[src/rtl/spi_read_sequencer_if.sv]
// Bundle of command, reader-launch and status signals of spi_read_sequencer.
// master = host/reader side, slave = the sequencer itself.
interface spi_read_sequencer_if;
  logic        cmd_valid;
  logic        cmd_ready;
  logic [31:0] cmd_start_addr;
  logic [31:0] cmd_end_addr;
  logic [1:0]  cmd_mode;
  logic        rd_start_flag;
  logic        rd_read_req;
  logic [31:0] rd_start_addr;
  logic [31:0] rd_end_addr;
  logic [1:0]  rd_mode;
  logic        rd_switch_die;
  logic        read_finish;
  logic        seq_busy;
  logic        seq_done;
  logic        seq_error;

  modport master (
    output cmd_valid, cmd_start_addr, cmd_end_addr, cmd_mode, read_finish,
    input  cmd_ready, rd_start_flag, rd_read_req, rd_start_addr, rd_end_addr,
           rd_mode, rd_switch_die, seq_busy, seq_done, seq_error
  );

  modport slave (
    input  cmd_valid, cmd_start_addr, cmd_end_addr, cmd_mode, read_finish,
    output cmd_ready, rd_start_flag, rd_read_req, rd_start_addr, rd_end_addr,
           rd_mode, rd_switch_die, seq_busy, seq_done, seq_error
  );
endinterface

[src/rtl/spi_read_sequencer.sv]
// Splits a {start,end,mode} read request into die-aligned segments and launches
// each into spi_flash_read, supervising its read_finish handshake with timeouts.
module spi_read_sequencer #(
  parameter logic [31:0] DIE_SIZE     = 32'h0200_0000,
  parameter logic [15:0] ACK_TIMEOUT  = 16'd64,
  parameter logic [31:0] DONE_TIMEOUT = 32'd50_000_000
) (
  input  logic                system_clk,
  input  logic                system_reset,
  spi_read_sequencer_if.slave bus
);
  localparam int          DIE_SHIFT = $clog2(DIE_SIZE);
  localparam logic [31:0] DIE_MASK  = DIE_SIZE - 32'd1;
  localparam logic [31:0] ACK_LAST  = {16'd0, ACK_TIMEOUT} - 32'd1;
  localparam logic [31:0] DONE_LAST = DONE_TIMEOUT - 32'd1;

  typedef enum logic [2:0] {
    IDLE      = 3'd0,
    SPLIT     = 3'd1,
    LAUNCH    = 3'd2,
    WAIT_ACK  = 3'd3,
    WAIT_DONE = 3'd4,
    ERR       = 3'd5
  } state_t;

  state_t      state_r, state_s;
  logic [31:0] cur_r, cur_s, end_r, end_s, last_die_r, last_die_s, cnt_r, cnt_s;
  logic [31:0] start_addr_r, start_addr_s, end_addr_r, end_addr_s;
  logic [1:0]  mode_r, mode_s;
  logic        switch_die_r, switch_die_s, start_flag_r, start_flag_s;
  logic        read_req_r, read_req_s, cmd_ready_r, cmd_ready_s;
  logic        busy_r, busy_s, done_r, done_s, error_r, error_s;
  logic [31:0] bnd_s, seg_end_s, die_s;

  // The die boundary is the current address with all in-die offset bits set.
  assign bnd_s     = cur_r | DIE_MASK;
  assign seg_end_s = (end_r < bnd_s) ? end_r : bnd_s;
  assign die_s     = cur_r >> DIE_SHIFT;

  // Next-state and next-register values for every sequencer register.
  always_comb begin
    state_s      = state_r;
    cur_s        = cur_r;
    end_s        = end_r;
    mode_s       = mode_r;
    last_die_s   = last_die_r;
    start_addr_s = start_addr_r;
    end_addr_s   = end_addr_r;
    switch_die_s = switch_die_r;
    read_req_s   = read_req_r;
    start_flag_s = 1'b0;
    done_s       = 1'b0;
    error_s      = 1'b0;
    case (state_r)
      IDLE: begin
        if (bus.cmd_valid) begin
          if (bus.cmd_end_addr < bus.cmd_start_addr) begin
            error_s = 1'b1;
          end else begin
            cur_s   = bus.cmd_start_addr;
            end_s   = bus.cmd_end_addr;
            mode_s  = bus.cmd_mode;
            state_s = SPLIT;
          end
        end else begin
          state_s = IDLE;
        end
      end
      SPLIT: begin
        start_addr_s = cur_r;
        end_addr_s   = seg_end_s;
        switch_die_s = (die_s != last_die_r);
        last_die_s   = die_s;
        start_flag_s = 1'b1;
        read_req_s   = 1'b1;
        state_s      = LAUNCH;
      end
      LAUNCH: begin
        state_s = WAIT_ACK;
      end
      WAIT_ACK: begin
        if (!bus.read_finish) begin
          state_s = WAIT_DONE;
        end else if (cnt_r >= ACK_LAST) begin
          read_req_s = 1'b0;
          error_s    = 1'b1;
          state_s    = ERR;
        end else begin
          state_s = WAIT_ACK;
        end
      end
      WAIT_DONE: begin
        if (bus.read_finish) begin
          read_req_s = 1'b0;
          // Advance only while seg_end < end, so an end of all-ones never wraps.
          if (end_addr_r == end_r) begin
            done_s  = 1'b1;
            state_s = IDLE;
          end else begin
            cur_s   = end_addr_r + 32'd1;
            state_s = SPLIT;
          end
        end else if (cnt_r >= DONE_LAST) begin
          read_req_s = 1'b0;
          error_s    = 1'b1;
          state_s    = ERR;
        end else begin
          state_s = WAIT_DONE;
        end
      end
      ERR: begin
        state_s = IDLE;
      end
      default: begin
        read_req_s = 1'b0;
        state_s    = IDLE;
      end
    endcase

    if (state_s != state_r) begin
      cnt_s = 32'd0;
    end else if ((state_r == WAIT_ACK) || (state_r == WAIT_DONE)) begin
      cnt_s = cnt_r + 32'd1;
    end else begin
      cnt_s = 32'd0;
    end
    cmd_ready_s = (state_s == IDLE);
    busy_s      = (state_s != IDLE);
  end

  // State register.
  always_ff @(posedge system_clk or posedge system_reset) begin
    if (system_reset) begin
      state_r <= IDLE;
    end else begin
      state_r <= state_s;
    end
  end

  // Datapath, timeout counter and registered outputs.
  always_ff @(posedge system_clk or posedge system_reset) begin
    if (system_reset) begin
      cur_r        <= 32'd0;
      end_r        <= 32'd0;
      mode_r       <= 2'd0;
      last_die_r   <= 32'd0;
      cnt_r        <= 32'd0;
      start_addr_r <= 32'd0;
      end_addr_r   <= 32'd0;
      switch_die_r <= 1'b0;
      start_flag_r <= 1'b0;
      read_req_r   <= 1'b0;
      cmd_ready_r  <= 1'b1;
      busy_r       <= 1'b0;
      done_r       <= 1'b0;
      error_r      <= 1'b0;
    end else begin
      cur_r        <= cur_s;
      end_r        <= end_s;
      mode_r       <= mode_s;
      last_die_r   <= last_die_s;
      cnt_r        <= cnt_s;
      start_addr_r <= start_addr_s;
      end_addr_r   <= end_addr_s;
      switch_die_r <= switch_die_s;
      start_flag_r <= start_flag_s;
      read_req_r   <= read_req_s;
      cmd_ready_r  <= cmd_ready_s;
      busy_r       <= busy_s;
      done_r       <= done_s;
      error_r      <= error_s;
    end
  end

  assign bus.cmd_ready     = cmd_ready_r;
  assign bus.rd_start_flag = start_flag_r;
  assign bus.rd_read_req   = read_req_r;
  assign bus.rd_start_addr = start_addr_r;
  assign bus.rd_end_addr   = end_addr_r;
  assign bus.rd_mode       = mode_r;
  assign bus.rd_switch_die = switch_die_r;
  assign bus.seq_busy      = busy_r;
  assign bus.seq_done      = done_r;
  assign bus.seq_error     = error_r;
endmodule

[src/flat_wrapper.sv]
// flat-port wrapper written by rule: the top's interface ports become plain ports
module spi_read_sequencer_flat 
#(
  parameter logic [31:0] DIE_SIZE     = 32'h0200_0000,
  parameter logic [15:0] ACK_TIMEOUT  = 16'd64,
  parameter logic [31:0] DONE_TIMEOUT = 32'd50_000_000
)
  (system_clk, system_reset, bus_cmd_valid, bus_cmd_start_addr, bus_cmd_end_addr, bus_cmd_mode, bus_read_finish, bus_cmd_ready, bus_rd_start_flag, bus_rd_read_req, bus_rd_start_addr, bus_rd_end_addr, bus_rd_mode, bus_rd_switch_die, bus_seq_busy, bus_seq_done, bus_seq_error);
  spi_read_sequencer_if bus_i ();
  input  logic system_clk;
  input  logic system_reset;
  input wire logic [$bits(bus_i.cmd_valid)-1:0] bus_cmd_valid;
  input wire logic [$bits(bus_i.cmd_start_addr)-1:0] bus_cmd_start_addr;
  input wire logic [$bits(bus_i.cmd_end_addr)-1:0] bus_cmd_end_addr;
  input wire logic [$bits(bus_i.cmd_mode)-1:0] bus_cmd_mode;
  input wire logic [$bits(bus_i.read_finish)-1:0] bus_read_finish;
  output wire logic [$bits(bus_i.cmd_ready)-1:0] bus_cmd_ready;
  output wire logic [$bits(bus_i.rd_start_flag)-1:0] bus_rd_start_flag;
  output wire logic [$bits(bus_i.rd_read_req)-1:0] bus_rd_read_req;
  output wire logic [$bits(bus_i.rd_start_addr)-1:0] bus_rd_start_addr;
  output wire logic [$bits(bus_i.rd_end_addr)-1:0] bus_rd_end_addr;
  output wire logic [$bits(bus_i.rd_mode)-1:0] bus_rd_mode;
  output wire logic [$bits(bus_i.rd_switch_die)-1:0] bus_rd_switch_die;
  output wire logic [$bits(bus_i.seq_busy)-1:0] bus_seq_busy;
  output wire logic [$bits(bus_i.seq_done)-1:0] bus_seq_done;
  output wire logic [$bits(bus_i.seq_error)-1:0] bus_seq_error;
  assign bus_i.cmd_valid = bus_cmd_valid;
  assign bus_i.cmd_start_addr = bus_cmd_start_addr;
  assign bus_i.cmd_end_addr = bus_cmd_end_addr;
  assign bus_i.cmd_mode = bus_cmd_mode;
  assign bus_i.read_finish = bus_read_finish;
  assign bus_cmd_ready = bus_i.cmd_ready;
  assign bus_rd_start_flag = bus_i.rd_start_flag;
  assign bus_rd_read_req = bus_i.rd_read_req;
  assign bus_rd_start_addr = bus_i.rd_start_addr;
  assign bus_rd_end_addr = bus_i.rd_end_addr;
  assign bus_rd_mode = bus_i.rd_mode;
  assign bus_rd_switch_die = bus_i.rd_switch_die;
  assign bus_seq_busy = bus_i.seq_busy;
  assign bus_seq_done = bus_i.seq_done;
  assign bus_seq_error = bus_i.seq_error;
  spi_read_sequencer #(.DIE_SIZE(DIE_SIZE), .ACK_TIMEOUT(ACK_TIMEOUT), .DONE_TIMEOUT(DONE_TIMEOUT)) u_core (.system_clk(system_clk), .system_reset(system_reset), .bus(bus_i));
endmodule
[config.mk]
export PLATFORM = sky130hd
export DESIGN_NAME = spi_read_sequencer_flat
export DESIGN_NICKNAME = d
export VERILOG_FILES = /design/src/rtl/spi_read_sequencer_if.sv /design/src/rtl/spi_read_sequencer.sv /design/src/flat_wrapper.sv
export SDC_FILE = /design/constraint.sdc
export NUM_CORES = 1
export LEC_CHECK = 0
export CORE_AREA = 2 2 149 151
export DETAILED_ROUTE_END_ITERATION = 12
export DIE_AREA = 0 0 151 153
export DONT_BUFFER_PORTS = 1
export PLACE_DENSITY = 0.66
export SLEW_MARGIN = 20
export SYNTH_ARGS = -nofsm -noshare
export SYNTH_HDL_FRONTEND = slang
export SYNTH_SLANG_ARGS = --single-unit
export TNS_END_PERCENT = 10
[constraint.sdc]
create_clock -name system_clk -period 14.1 [get_ports system_clk]
set_input_delay 0.705 -clock system_clk [delete_from_list [all_inputs] [get_ports system_clk]]
set_output_delay 0.705 -clock system_clk [all_outputs]
set_load 0.01 [all_outputs]
==> flow_summary.json <==
{
  "crit_chain": "inv_1 > ha_1 > nand4_1 > nor4_1 > a221oi_1 > a21oi_1 > and2_1 > a211o_2 > mux2_2",
  "holdWs_ns": 0.2950,
  "synthFlopType": "dfrtp_1",
  "p_per_area_mw_per_mm2": 222.6,
  "ys_warn_count": 0,
  "timing.setup.tns_ns": 0,
  "intPower_w": 0.001341,
  "drt-total-wl_um": 22750,
  "cp_slowest_cell": "a211o_2",
  "rr_worst_depth": 10,
  "status": "finished clean",
  "synth_area_mm2": 0.009283,
  "grt_setup_unrepaired": "false",
  "boundaryPins": 143,
  "async_flop_share_pct": 100.0,
  "drtPass1Iterations": 4,
  "synth_seq_cells": 172,
  "crit_cells": 9,
  "ant_nets": 0,
  "die_y_um": 153,
  "path_class": "primary input to flip-flop",
  "dieArea_mm2": 0.02310,
  "clkSinkCount": 172,
  "max-vdd-ir-drop_mv": 0.1029,
  "crit_family": "compound AO/OA/AOI/OAI gates",
  "power.switching_w": 0.0009075,
  "relSlewSlack_pct": 25.58,
  "drive_gt1_share_pct": 16.06,
  "final_nets": 1000,
  "synth_area_leaders": "dfrtp_1 46%, mux2_2 8.5%, xor2_1 5.7%",
  "ys_seq_area_share_pct": 46.38,
  "start_util_pct": 43.20,
  "finalMaxSlewViolations": 0,
  "max_freq_mhz": 294.9,
  "post-route-period-util_pct": 24.05,
  "vias": 6384,
  "postSynthCellCount": 900,
  "synth_area_leader_cell": "dfrtp_1",
  "wire_per_inst_um": 19.23,
  "maxCapViolations": 0,
  "path_buf_inv": 1,
  "cts_tree": "built",
  "grt_pass1_vias": 6461,
  "clkPwrFrac_pct": 20.4,
  "grt-ovfl-total": 0,
  "seqPwrFrac_pct": 45.5,
  "worst-path-max-fanout": 35,
  "synth_edf_count": 0,
  "io_buffer_count": 0,
  "diodes": 0,
  "ctsResizeCount": 0,
  "htreeDepth": 4,
  "worst_slack_ns": 10.71,
  "worst_ep_required_time_ns": 14.42,
  "core_mm2": 0.02149,
  "cts_buffer_depth": 2,
  "dp_hpwl_um": 16350,
  "skew_ns": 0.01539,
  "worstSkewPairLatency_ns": 0.43,
  "grt_pass1_wl_um": 36070,
  "chipWidth_um": 151,
  "grt_usage_pct": 20.18,
  "antenna_found_initial": 0,
  "setup_violations": 0,
  "syn_avg_cell_area_um2": 10.31,
  "finish.utilization_pct": 47.01,
  "synthToLayoutAreaGrowth_pct": 8.802,
  "grt_max_degree": 100,
  "placementRows": 54,
  "critPathMaxStageDelay_ns": 0.83,
  "pre_cts_slack_ns": 10.22,
  "post_cts_buffers": 0,
  "viasPerCell": 5.396,
  "cp-end-kind": "flip-flop",
  "combPwrFrac_pct": 34.2,
  "first_iter_violations": 429,
  "hold_path.class": "primary input to async pin",
  "hold_viol": 0,
  "clockRootBuffer": "clkbuf_16",
  "drc": 0,
  "worst_slew_pin_slew_ns": 1.116,
  "gp_congestion": 0.8543,
  "switching_share_pct": 40.36,
  "ctsHoldBuffers": 0,
  "numCtsBuffers": 17,
  "p_leak_nw": 4.444,
  "cp.arrival_ns": 3.71,
  "cp-start-kind": "primary input",
  "fin_crit_ns": 3.390,
  "synth_top_area_share_pct": 46.10,
  "cts.clk_slew.worst_paths_ns": 0.07,
  "synth.distinct_cells": 53
}
## registers in the layout, summed over array words and instances (netlist names), 2 cells and up
register and cells:
u_core.cur_r 32, u_core.bus.rd_end_addr 32, u_core.bus.rd_start_addr 32, u_core.state_r 3
u_core.bus.rd_mode 2, u_core.cnt_r 32, u_core.end_r 32
## path summary, 6_finish.rpt
check	startpoint	end	slack [ns]
worst min-delay path	system_reset	u_core.bus.rd_start_addr[3]	0.30
worst min register to register	u_core.cnt_r[0]	u_core.cnt_r[0]	0.47
worst max register to register	u_core.cur_r[26]	u_core.bus.rd_end_addr[26]	11.15
min in group system_clk	bus_cmd_end_addr[30]	u_core.end_r[30]	0.42
max in group asynchronous	system_reset	u_core.bus.rd_start_addr[26]	12.23
worst max-delay path	bus_cmd_start_addr[28]	u_core.cur_r[28]	10.71
## metrics by stage
| step | total power, W | instance area, um2 | instances |
|---|---|---|---|
| 2_1_floorplan | 0.001570 | 9301 | 905 |
| 3_3_place_gp | 0.001776 | 9520 | 1151 |
| 3_5_place_dp | 0.001799 | 9520 | 1151 |
| 4_1_cts | 0.002265 | 10090 | 1183 |
| 5_1_grt | 0.002400 | 10100 | 1183 |
| 6_report | 0.002248 | 10100 | 1183 |
## cells by family (layout without fill, tap and decap cells)
logic type	after synthesis	after routing	synth area share, %
AO/OA/AOI/OAI	116	116	7.198
multiplexers	105	105	13.78
XOR/XNOR	91	91	8.586
other	1	6	0.04040
flip-flops	172	172	46.38
adder cells (fa/ha/maj)	40	40	5.392
buffers and inverters	87	85	3.949
AND/OR/NAND/NOR	288	288	14.68
## cell usage after synthesis, types with 2 or more instances
master      n
buf_2       7
xnor2_1    31
mux2_4     28
nand3_1    19
a211oi_1    2
mux2i_1     7
nor2_1    106
o21ai_1     2
buf_1       2
and3_1     10
nor4_1     18
a21o_1      4
mux2_2     70
buf_6       4
ha_1       40
inv_1      49
o21a_1      2
xor2_1     60
and4_1      9
and2_1      3
nor2b_1     4
a31oi_1     3
nand2_1    65
nand2b_1    3
nand4_1    23
clkbuf_1   24
o21ai_0    43
a21oi_1    46
dfrtp_1   171
nor3_1     22
## final cells by class
| class | count | area [um2] |
|---|---|---|
| Sequential cell | 172 | 4305 |
| Inverter | 49 | 188.9 |
| Timing Repair Buffer | 4 | 30.03 |
| Clock inverter | 12 | 115.1 |
| Clock buffer | 20 | 456.7 |
| Fill cell | 1983 | 11390 |
| Tap cell | 280 | 350.3 |
| Multi-Input combinational cell | 646 | 4653 |
## worst reg2reg max path, cell delays in order (launching register included)
cell,delay [ns]
dfrtp_1,0.50
inv_1,0.08
ha_1,0.31
nand4_1,0.11
nor4_1,0.40
a2111oi_0,0.19
o21ai_0,0.19
o21a_1,0.32
buf_4,0.40
mux2i_1,0.24
a21oi_1,0.08
## placed cells by master, fill, tap and decap left out, types with 17 or more instances in the layout
| cell | instances |
|---|---|
| a21oi_1 | 46 |
| clkbuf_16 | 17 |
| dfrtp_1 | 171 |
| ha_1 | 40 |
| inv_1 | 48 |
| mux2_2 | 70 |
| mux2_4 | 28 |
| nand2_1 | 64 |
| nand3_1 | 19 |
| nand4_1 | 23 |
| nor2_1 | 106 |
| nor3_1 | 22 |
| nor4_1 | 18 |
| o21ai_0 | 43 |
| xnor2_1 | 31 |
| xor2_1 | 60 |
## power groups by stage
stage | sequential, W | clock, W | combinational, W
final | 0.00102 | 0.000458 | 0.000768
after global routing | 0.00106 | 0.000489 | 0.000853
after floorplan | 0.000918 | 0 | 0.000652
after detailed placement | 0.00103 | 0 | 0.000768
after CTS | 0.00102 | 0.000469 | 0.000772
after global placement | 0.00103 | 0 | 0.000749
## layer usage
layer	vias up	wire length [um]	share of wire, %	track usage [%]
met4	0	263	1.2	5.518
met3	18	1906	8.4	7.015
met1	3117	9628	42	25.49
met5	-	0	0	0
li1	3081	-	-	-
met2	168	10950	48	32.88
Power figures use the tool's default switching activity.
